**src/rtl/seg7_scan_decoder.sv**
```systemverilog
// Recovers digit values from a multiplexed, active-low 7-segment display bus.
// Each digit must hold steady for STABLE_CYCLES cycles before it is accepted. A full set of digits forms one frame.
module seg7_scan_decoder #(
   parameter int DIGITS        = 4,
   parameter int STABLE_CYCLES = 4
) (
   input  logic                  clk,
   input  logic                  rst,
   input  logic [6:0]            seg,
   input  logic [DIGITS-1:0]     an,
   output logic [4*DIGITS-1:0]   bcd,
   output logic [DIGITS-1:0]     blank_mask,
   output logic [DIGITS-1:0]     err_mask,
   output logic                  out_valid,
   input  logic                  out_ready,
   output logic                  overrun
);

   typedef enum logic {SCAN, LOAD} state_t;

   localparam logic [7:0]        STABLE = 8'(STABLE_CYCLES);
   localparam logic [DIGITS-1:0] ONE    = DIGITS'(1);

   state_t              state, state_next;
   logic [6:0]          prev_seg;
   logic [DIGITS-1:0]   prev_an;
   logic [7:0]          stab_cnt, stab_cnt_next;
   logic [DIGITS-1:0]   an_low, accept_bits, captured, captured_next;
   logic                qualified, accept;
   logic [3:0]          nibble;
   logic                is_blank, is_err;
   logic [4*DIGITS-1:0] stage_bcd;
   logic [DIGITS-1:0]   stage_blank, stage_err;
   logic                frame_load, frame_drop;

   // Ghosted or idle select lines (zero or several digits low) never count as a sample.
   assign an_low    = ~an;
   assign qualified = (an_low != '0) && ((an_low & (an_low - ONE)) == '0);

   always_comb begin
      stab_cnt_next = 8'd0;
      if (qualified && (seg == prev_seg) && (an == prev_an))
         stab_cnt_next = (stab_cnt == STABLE) ? stab_cnt : stab_cnt + 8'd1;
      else if (qualified)
         stab_cnt_next = 8'd1;
   end

   // Accept only on the transition into STABLE, so that a long dwell is captured once.
   assign accept      = (stab_cnt_next == STABLE) && (stab_cnt != STABLE);
   assign accept_bits = accept ? an_low : '0;

   always_comb begin
      nibble   = 4'hE;
      is_blank = 1'b0;
      is_err   = 1'b0;
      case (seg)
         7'b0000001: nibble = 4'h0;
         7'b1001111: nibble = 4'h1;
         7'b0010010: nibble = 4'h2;
         7'b0000110: nibble = 4'h3;
         7'b1001100: nibble = 4'h4;
         7'b0100100: nibble = 4'h5;
         7'b0100000: nibble = 4'h6;
         7'b0001111: nibble = 4'h7;
         7'b0000000: nibble = 4'h8;
         7'b0000100: nibble = 4'h9;
         7'b1111111: begin nibble = 4'hF; is_blank = 1'b1; end
         default:    is_err = 1'b1;
      endcase
   end

   // LOAD reads the staging values that were written up to the previous edge.
   // New digits may still be accepted during LOAD, and they start the next frame.
   always_comb begin
      state_next    = state;
      captured_next = captured | accept_bits;
      frame_load    = 1'b0;
      frame_drop    = 1'b0;
      case (state)
         SCAN: if (captured_next == '1) state_next = LOAD;
         LOAD: begin
            state_next    = SCAN;
            captured_next = accept_bits;
            if (!out_valid || out_ready) frame_load = 1'b1;
            else                         frame_drop = 1'b1;
         end
         default: state_next = SCAN;
      endcase
   end

   always_ff @(posedge clk) begin
      if (rst) begin
         state       <= SCAN;
         prev_seg    <= '0;
         prev_an     <= '0;
         stab_cnt    <= '0;
         captured    <= '0;
         stage_bcd   <= '0;
         stage_blank <= '0;
         stage_err   <= '0;
      end else begin
         state    <= state_next;
         prev_seg <= seg;
         prev_an  <= an;
         stab_cnt <= stab_cnt_next;
         captured <= captured_next;
         for (int i = 0; i < DIGITS; i++) begin
            if (accept_bits[i]) begin
               stage_bcd[4*i +: 4] <= nibble;
               stage_blank[i]      <= is_blank;
               stage_err[i]        <= is_err;
            end
         end
      end
   end

   // A dropped frame leaves the presented frame untouched and raises a one-cycle overrun pulse.
   always_ff @(posedge clk) begin
      if (rst) begin
         bcd        <= '0;
         blank_mask <= '0;
         err_mask   <= '0;
         out_valid  <= 1'b0;
         overrun    <= 1'b0;
      end else begin
         overrun <= frame_drop;
         if (frame_load) begin
            bcd        <= stage_bcd;
            blank_mask <= stage_blank;
            err_mask   <= stage_err;
            out_valid  <= 1'b1;
         end else if (out_ready) begin
            out_valid  <= 1'b0;
         end
      end
   end

endmodule

```
**config.mk**
```make
export PLATFORM = sky130hd
export DESIGN_NAME = seg7_scan_decoder
export DESIGN_NICKNAME = d
export VERILOG_FILES = /design/src/rtl/seg7_scan_decoder.sv
export SDC_FILE = /design/constraint.sdc
export NUM_CORES = 1
export LEC_CHECK = 0
export ABC_AREA = 1
export BUFFER_PORTS_ARGS = -buffer_cell sky130_fd_sc_hd__buf_4
export CORE_UTILIZATION = 55
export DETAILED_ROUTE_END_ITERATION = 12
export GPL_TIMING_DRIVEN = 1
export PLACE_DENSITY = 0.82
export SLEW_MARGIN = 20
export SYNTH_ARGS = -nofsm -noshare
export SYNTH_HDL_FRONTEND = slang
export SYNTH_SLANG_ARGS = --single-unit
```
**constraint.sdc**
```tcl
create_clock -name clk -period 4.75 [get_ports clk]
set_input_delay 0.7125 -clock clk [delete_from_list [all_inputs] [get_ports clk]]
set_output_delay 0.7125 -clock clk [all_outputs]
set_load 0.1 [all_outputs]
```
# --- Yosys cells after proc, flatten, opt, wreduce, memory -nomap -nowiden ---
# Cells that the tools add are included.
# Widths: inputs -> output; s select.
op_classes:
  addsub: 2
  n_eq_ne: 16
  mux: 15
  bitwise: 4
  n_reduce_logical: 12
ops:
  columns: ["operator", "n"]
  rows:
  - ["$pmux 4 s11", 1]
  - ["$eq 7x7->1 const B", 3]
  - ["$eq 8x3->1 const B", 2]
  - ["$mux 8", 2]
  - ["$eq 7x3->1 const B", 2]
  - ["$eq 7x6->1 const B", 2]
  - ["$reduce_or 11->1", 1]
  - ["$mux 1", 9]
  - ["$add 8x1->8 const B", 1]
  - ["$mux 4", 2]
  - ["$ne 8x3->1 const B", 1]
  - ["$eq 7x1->1 const B", 1]
  - ["$eq 7x4->1 const B", 1]
  - ["$eq 7x5->1 const B", 1]
  - ["$eq 7x7->1", 1]
  - ["$logic_not 7->1", 1]
  - ["$and 4x4->4", 1]
  - ["$eq 4x4->1", 1]
  - ["$eq 4x4->1 const B", 1]
  - ["$logic_and 1x1->1", 4]
  - ["$logic_not 4->1", 1]
  - ["$not 4->4", 1]
  - ["$or 4x4->4", 1]
  - ["$reduce_bool 4->1", 1]
  - ["7 further kinds", 7]
word_totals:
  register_bits: 74
  inputBits: 14
  out_inout_bits: 26
  elab_cells: 71

# --- Longest topological paths before layout ---
# Gate-level depths: netlist of run 1.
depth:
  ltp_word: 15
  ltp_mapped: 16
  mapped_depth_nobuf: 15

# --- Least setup slack after synthesis of run 1 ---
# Ideal clock, no wire load.
synth_timing:
  path_type: "input-to-reg"
  startpoint: "input an[2]"
  endpoint: "register stage_bcd[0]"
  setup_ns: 0.113
  arrival_time_ns: 1.949
  t_required_ns: 4.637
  setup_slack_ns: 2.687
  stages: 12
  path_buffers: 1
  cell_sequence: "inv_1 -> nand2_1 -> nand2_1 -> nor2_1 -> nand2_1 -> nor2_4 -> nand3_2 -> nor3_4 -> nand3_2 -> buf_6 -> o21ai_1 -> nor2_1"
synth_via:
  elab_chain_len: 11
  word_cells_on_any_way: 14
  classes_between: "add/sub (1); eq/ne (2); mux (3); bitwise (2); reduce/logical (6)"
synth_lines:
  columns: ["item", "line", "source"]
  rows:
  - ["from (decl)", "10", "input logic [DIGITS-1:0] an,"]
  - ["$not 4->4", "37", "assign an_low = ~an;"]
  - ["$sub 4x1->4", "38", "assign qualified = (an_low != '0) && ((an_low & (an_low - ONE)) == '0);"]
  - ["$and 4x4->4", "38", null]
  - ["$logic_not 4->1", "38", null]
  - ["$logic_and 1x1->1", "38", null]
  - ["$logic_and 1x1->1 (2 in a row)", "42", "if (qualified && (seg == prev_seg) && (an == prev_an))"]
  - ["$mux 8 (*)", "42", null]
  - ["$eq 8x3->1 (*)", "49", "assign accept = (stab_cnt_next == STABLE) && (stab_cnt != STABLE);"]
  - ["$logic_and 1x1->1 (*)", "49", null]
  - ["$mux 4 (*)", "50", "assign accept_bits = accept ? an_low : '0;"]
  - ["to (signal, indexed assignment)", "109", "stage_bcd[4*i +: 4] <= nibble;"]
  - ["to (decl)", "32", "logic [4*DIGITS-1:0] stage_bcd;"]
# Every way passes the cells marked *; elsewhere a longest branch is shown, timed or not.
# A chain may end at the register's enable or synchronous reset.

# --- Worst setup path in the final report of run 1 ---
layout_timing:
  startpoint: "register stab_cnt[0]"
  endpoint: "register stage_bcd[5]"
layout_via:
  elab_chain_len: 6
  word_cells_on_any_way: 8
  classes_between: "add/sub (1); eq/ne (3); mux (3); reduce/logical (1)"
layout_lines:
  columns: ["item", "line", "source"]
  rows:
  - ["from (decl)", "27", "logic [7:0] stab_cnt, stab_cnt_next;"]
  - ["from (signal assigned)", "105", "stab_cnt <= stab_cnt_next;"]
  - ["$add 8x1->8 / $eq 8x3->1 (equally long branches)", "43", "stab_cnt_next = (stab_cnt == STABLE) ? stab_cnt : stab_cnt + 8'd1;"]
  - ["$mux 8", "43", null]
  - ["$mux 8", "42", null]
  - ["$eq 8x3->1", "49", null]
  - ["$logic_and 1x1->1 (*)", "49", null]
  - ["$mux 4 (*)", "50", null]
# Marked as above.

==> results.py, run 1 <==
metrics = {
    "logic_synthesis": {
        "yosys_most_used_dff": "dfxtp_1",
        "synth.avg_cell_area_um2": 7.00,
        "synthTopCellsByArea": "dfxtp_1, nand2_1, inv_1, nor2_1, a21oi_1",
        "synth-edff-count": 0,
        "synth_top_area_share_pct": 44.8,
        "synth_warnings": 0,
        "synthCells": 473,
        "yosysUniqueCellTypes": 25,
        "async_flop_share_pct": 0,
        "ys_ff_latch": 74,
        "yosysTopAreaCell": "dfxtp_1",
        "yosysMostFrequentCell": "nand2_1",
        "synth_nets": 489,
        "netlist_area_um2": 3310,
        "synth_common_cells": "nand2_1, inv_1, dfxtp_1",
        "seq_area_frac_synth_pct": 44.8,
    },
    "sta": {
        "fin_crit_ns": 2.22,
        "tns_ns": 0,
        "finalCritPeriodShare_pct": 46.6,
        "worstMarginPinSlew_ns": 0.726,
        "max-slew-margin-rel_pct": 51.1,
        "finalHoldViolCount": 0,
        "maxSlewViolCount": 0,
        "rsz0062_at_grt": "false",
        "fmax_mhz": 451,
        "skew_ns": 0.00751,
        "setup_viol": 0,
    },
    "layout": {
        "final_nets": 525,
        "final_core_utilization_pct": 67.4,
        "syn_to_final_growth_pct": 14.9,
        "final_area_um2": 3800,
        "drive_above_1_share_pct": 17.3,
        "diodes": 0,
    },
    "worst_hold_path": {
        "min_from": "stage_blank[1]",
        "holdCritPathClass": "reg -> reg",
        "hold_depth": 2,
        "hold-path-endpoint": "blank_mask[1]",
    },
    "setup_path": {
        "cp-end-kind": "flop",
        "critical_path_class": "reg -> reg",
        "setup.worst_path.start_class": "flop",
        "reg2reg_from": "stab_cnt[0]",
        "arrival_ns": 2.45,
        "r2r_slack_ns": 2.53,
        "worst-r2r-cell-count": 11,
        "reg2reg_to": "stage_bcd[5]",
        "worst_ep_required_time_ns": 4.99,
        "path_max_fanout": 14,
    },
    "global_route": {
        "grtUsageMet1_pct": 28.4,
        "grt-busiest-layer": "met2",
        "antenna_found_initial": 0,
        "grt_use_met2_pct": 36.6,
        "grt_first_pass_wirelength_mm": 11.0,
        "grt.total_usage_pct": 22.5,
        "first_global_vias": 2527,
        "grt_overflow_total": 0,
        "grt_max_degree": 50,
        "met3_usage_pct": 4.46,
    },
    "cts": {
        "cts_buffer_depth": 2,
        "clk_pin_slew_ns": 0.08,
        "cts_root_buffer": "clkbuf_8",
        "cts_setup_buffers": 0,
        "cts_max_level": 3,
        "clkLatencyLatePin_ns": 0.34,
        "cts_inserted_buffers": 9,
        "post_cts_resize_count": 0,
        "cts_tree": "yes",
        "cts_hold_buf": 0,
        "cts_sinks": 74,
    },
    "floorplanning": {
        "core_um2": 5640,
        "start_util_pct": 58.7,
        "fp.dieW_um": 79.6,
        "rows": 27,
        "dieHeight_um": 79.6,
        "die_area_um2": 6330,
        "ioPinCount": 40,
    },
    "drt": {
        "drtIter0Drc": 197,
        "route.detailed.drc": 0,
        "ant_nets": 0,
        "drtPass1Iterations": 6,
        "vias": 2883,
        "wl_mm": 6.57,
        "routedWlPerCell_um": 11.2,
        "viasPerCell": 4.92,
    },
    "pwr": {
        "leakagePower_nw": 1.75,
        "vdd_drop_max_mv": 0.174,
        "power_density_nw_per_um2": 299,
    },
    "placed_design": {
        "place_area_um2": 3620,
        "port_buffers": 39,
        "gp_congestion": 0.828,
        "dp_hpwl_mm": 4.56,
    },
    "run": {
        "max-cap-violations": 0,
    },
    "status": {
        "status": "finished clean",
    },
}
-- worst max-delay path, cell delays in order, from the launching register on --
cell     delay [ns]
dfxtp_1        0.34
inv_1          0.09
ha_1           0.14
nand3_1        0.09
nor2_2         0.18
inv_2          0.10
a21oi_1        0.13
nand2_1        0.12
nor3_4         0.29
nand3_2        0.34
o21ai_1        0.24
nor2_1         0.06
-- worst max path at each step --
stage                start              to  slack (ns)  depth (start not counted)
3_3_place_gp         an[1]  stage_blank[1]        2.30                         12
2_1_floorplan        an[2]    stage_bcd[0]        2.69                         12
6_report       stab_cnt[0]    stage_bcd[5]        2.53                         11
3_5_place_dp         an[1]    stage_bcd[5]        2.24                         12
5_1_grt        stab_cnt[0]    stage_bcd[5]        2.31                         11
4_1_cts        stab_cnt[0]    stage_bcd[5]        2.53                         11
-- cells in the final DEF, fill, tap and decap left out --
master,netlist,routed
inv_1,83,83
o21ai_0,30,30
clkinvlp_4,0,3
nor3_1,6,6
o21ai_1,23,23
nand3_2,6,6
buf_4,0,41
nor4_1,1,1
nor2_2,1,2
nand2_2,12,12
nand3_1,12,12
dfxtp_1,74,74
xor2_1,4,4
nand2_1,87,87
inv_2,9,9
o221ai_1,1,1
nor3b_1,1,1
clkbuf_1,11,1
nor2_4,3,3
nor2_1,63,62
ha_1,2,2
nor3_4,1,1
nand4_1,5,5
clkbuf_8,0,10
xnor2_1,1,1
a21oi_1,32,32
clkinv_4,0,2
-- logic make-up (layout without fill, tap and decap cells) --
kind of cell | count (synthesis) | after routing | share of synthesized area [%]
and+or+nand+nor | 198 | 198 | 26.9
buffers and inverters | 108 | 149 | 13.2
AOI/OAI and AO/OA | 86 | 86 | 13.1
DFF | 74 | 74 | 44.8
xor gates and xnor gates | 5 | 5 | 1.32
adders and majority gates | 2 | 2 | 0.756
-- report_power, final --
part | internal [mW] | switching [mW]
Combinational | 0.0234 | 0.0452
Clock | 0.206 | 0.233
Sequential | 0.625 | 0.00299
Total | 0.854 | 0.282
-- flip-flops by register name, indices dropped and copies added (netlist names) --
name and count:
bcd 16, stage_bcd 16, stab_cnt 8, prev_seg 7
blank_mask 4, captured 4, err_mask 4, prev_an 4
stage_blank 4, stage_err 4, out_valid 1, overrun 1
state 1
-- per-stage QoR --
stage	worst slack (ns)	hold WS, ns	instances	power (mW)
after floorplan	2.69	0.430	473	0.687
after detailed placement	2.24	0.445	570	0.711
after CTS	2.53	0.453	586	1.14
after global routing	2.31	0.476	586	1.17
final	2.53	0.451	586	1.14
after global placement	2.30	0.440	570	0.709
-- cell type report --
type	count	area, µm²
Clock buffer	11	141
Inverter	92	345
Sequential cell	74	1480
Tap cell	72	90.1
Fill cell	459	1840
Timing Repair Buffer	41	308
Clock inverter	5	40.0
Multi-Input combinational cell	291	1400
-- routing by layer --
layer	up-vias	part of all wire (%)
met2	75	46
li1	1535	-
met3	9	4.5
met1	1264	47
met5	-	0
met4	0	1.7
(Power assumes the default switching activity.)
==> inputs of run 2 (changes only) <==
--- a/config.mk
+++ b/config.mk
@@ -7,10 +7,10 @@
 export LEC_CHECK = 0
 export ABC_AREA = 1
 export BUFFER_PORTS_ARGS = -buffer_cell sky130_fd_sc_hd__buf_4
-export CORE_UTILIZATION = 55
+export CORE_UTILIZATION = 52
 export DETAILED_ROUTE_END_ITERATION = 12
 export GPL_TIMING_DRIVEN = 1
-export PLACE_DENSITY = 0.82
+export PLACE_DENSITY = 0.81
 export SLEW_MARGIN = 20
 export SYNTH_ARGS = -nofsm -noshare
 export SYNTH_HDL_FRONTEND = slang
==> constraint.sdc (replaced) <==
create_clock -name clk -period 1.8 [get_ports clk]
set_input_delay 0.27 -clock clk [delete_from_list [all_inputs] [get_ports clk]]
set_output_delay 0.27 -clock clk [all_outputs]
set_load 0.1 [all_outputs]
==> run 2 against run 1 <==
  * The flow now finishes with violations (setup timing)
  * Global-route usage grew 4.0 points
  * Critical path depth grew 5
  * Hold slack lost 0.25 ns
  * Largest cell class is now multi-input gates
==> results.py, run 2 (synthesized netlist as in run 1, its figures left out) <==
metrics = {
    "floorplanning": {
        "rows": 28,
        "core_um2": 6030,
        "fp.dieW_um": 81.8,
        "die_area_um2": 6690,
        "start_util_pct": 54.9,
        "ioPinCount": 40,
        "dieHeight_um": 81.8,
    },
    "drt": {
        "drtIter0Drc": 208,
        "drtPass1Iterations": 5,
        "viasPerCell": 5.15,
        "ant_nets": 0,
        "routedWlPerCell_um": 13.9,
        "wl_mm": 8.92,
        "vias": 3296,
        "route.detailed.drc": 0,
    },
    "layout": {
        "syn_to_final_growth_pct": 40.7,
        "drive_above_1_share_pct": 34.5,
        "layout_common_cells": "inv_1, buf_4, nand2_1",
        "diodes": 0,
        "final_common_cell": "inv_1",
        "reg_top3": "bcd: 16 flops, stage_bcd: 16 flops, stab_cnt: 8 flops",
        "final_core_utilization_pct": 77.3,
        "final_nets": 576,
    },
    "global_route": {
        "grt.total_usage_pct": 26.6,
        "grt_overflow_total": 0,
        "first_global_vias": 3037,
        "grt_first_pass_wirelength_mm": 13.4,
        "antenna_found_initial": 0,
        "grt_max_degree": 51,
    },
    "setup_path": {
        "cp_num_buf_inv": 3,
        "arrival_ns": 2.41,
        "reg2reg_to": "state",
        "critical_path_class": "reg -> reg",
        "reg2reg_from": "stab_cnt[0]",
        "worst-r2r-cell-count": 16,
        "cpPeakStageDelay_ns": 0.37,
        "cp-end-kind": "flop",
        "cpMostUsedCell": "nand2_2",
        "path_max_fanout": 7,
        "crit_chain": "inv_4 > ha_4 > nand3_4 > nor2_4 > buf_6 > nand2_4 > nand2_2 > nand3_2 > nand2_2 > nand2_2 > nor2_4 > nand3_4 > buf_12 > nand2_1 > nand3_2 > nor2_2",
        "r2r_slack_ns": -0.32,
        "crit_family": "simple AND/OR/NAND/NOR gates",
        "setup.worst_path.start_class": "flop",
        "worst_ep_required_time_ns": 2.09,
        "cp_slowest_cell": "dfxtp_4",
    },
    "status": {
        "violations": "setup timing",
        "status": "finished, violations left",
    },
    "pwr": {
        "power_mw": 3.49,
        "vdd_drop_max_mv": 0.655,
        "leakagePower_nw": 2.14,
        "power_density_nw_per_um2": 749,
    },
    "cts": {
        "cts_buffer_depth": 2,
        "cts_inserted_buffers": 9,
        "cts_hold_buf": 0,
        "clkLatencyLatePin_ns": 0.35,
        "cts_sinks": 74,
        "clk_pin_slew_ns": 0.08,
        "cts_root_buffer": "clkbuf_8",
        "cts_tree": "yes",
        "cts_max_level": 3,
    },
    "placed_design": {
        "dp_hpwl_mm": 4.97,
        "port_buffers": 39,
        "gp_congestion": 0.894,
    },
    "worst_hold_path": {
        "hold_depth": 4,
        "min_from": "out_ready",
        "holdCritPathClass": "in -> reg",
        "hold-path-endpoint": "overrun",
    },
    "sta": {
        "finalCritPeriodShare_pct": 118,
        "skew_ns": 0.0126,
        "fin_crit_ns": 2.12,
        "maxSlewViolCount": 0,
        "setup_ws_ns": -0.317,
        "setup_viol": 29,
        "rsz0062_at_grt": "true",
        "finalHoldViolCount": 0,
        "fmax_mhz": 472,
        "max-slew-margin-rel_pct": 40.8,
        "worstMarginPinSlew_ns": 0.879,
    },
    "run": {
        "max-cap-violations": 0,
    },
}
run 2: changes by cell type in the layout (fill, tap and decap cells not counted), sizes merged:
cell,delta
buf,+49
bufinv,+3
clkbuf,+1
clkinvlp,-3
inv,+1
run 2: stage by stage:
stage	setup TNS [ns]	instance area, µm²	cells	setup WS (ns)	hold WS [ns]
final	-7.58	4660	640	-0.317	0.202
after global routing	-10.13	4660	640	-0.413	0.239
after CTS	-3.33	4480	636	-0.175	0.192
after detailed placement	-3.52	3960	608	-0.169	0.451
after global placement	-1.66	3960	608	-0.0896	0.440
after floorplan	0	3320	473	0.000550	0.346
run 2: how the worst max path moves through the flow:
| stage | start | to | slack, ns | cells past startpoint |
|---|---|---|---|---|
| 3_5_place_dp | stab_cnt[0] | state | -0.17 | 13 |
| 3_3_place_gp | stab_cnt[2] | stage_bcd[14] | -0.09 | 10 |
| 2_1_floorplan | stab_cnt[0] | stage_bcd[0] | 0.0006 | 12 |
| 5_1_grt | stab_cnt[0] | state | -0.41 | 16 |
| 6_report | stab_cnt[0] | state | -0.32 | 16 |
| 4_1_cts | stab_cnt[0] | state | -0.17 | 16 |
run 2: routing by layer:
metal  vias to the layer above  part of all wire, %  GRT usage [%]
li1                       1634                    -              -
met1                      1542                   41           32.0
met5                         -                    0              0
met2                        97                   52           45.5
met4                         0                  2.5           13.7
met3                        23                  4.5           4.22
run 2: worst register-to-register path: cells and delay by family, from the launching register on:
kind | cells | cell delay [ns]
simple gates | 12 | 1.19
flops | 1 | 0.37
fa+ha+maj | 1 | 0.14
buf+inv | 3 | 0.37
run 2: timing repair:
action,4_1_cts,5_1_grt
pin swaps,13,16
gates resized for setup,43,29
setup buffers,10,3
endpoints found under the setup margin,29,29
gates cloned,2,2
run 2: area by class of cell:
| class | count | area (µm²) |
|---|---|---|
| Multi-Input combinational cell | 291 | 1640 |
| Sequential cell | 74 | 1490 |
| Fill cell | 377 | 1370 |
| Timing Repair Buffer | 92 | 847 |
| Inverter | 92 | 348 |
| Clock buffer | 10 | 128 |
| Clock inverter | 6 | 113 |
| Tap cell | 75 | 93.8 |
run 2: power by group:
| group | internal [mW] | leakage [nW] | switching (mW) |
|---|---|---|---|
| logic | 0.118 | 1.42 | 0.159 |
| registers | 1.65 | 0.601 | 0.00861 |
| clock network | 0.926 | 0.121 | 0.628 |
| total | 2.69 | 2.14 | 0.796 |
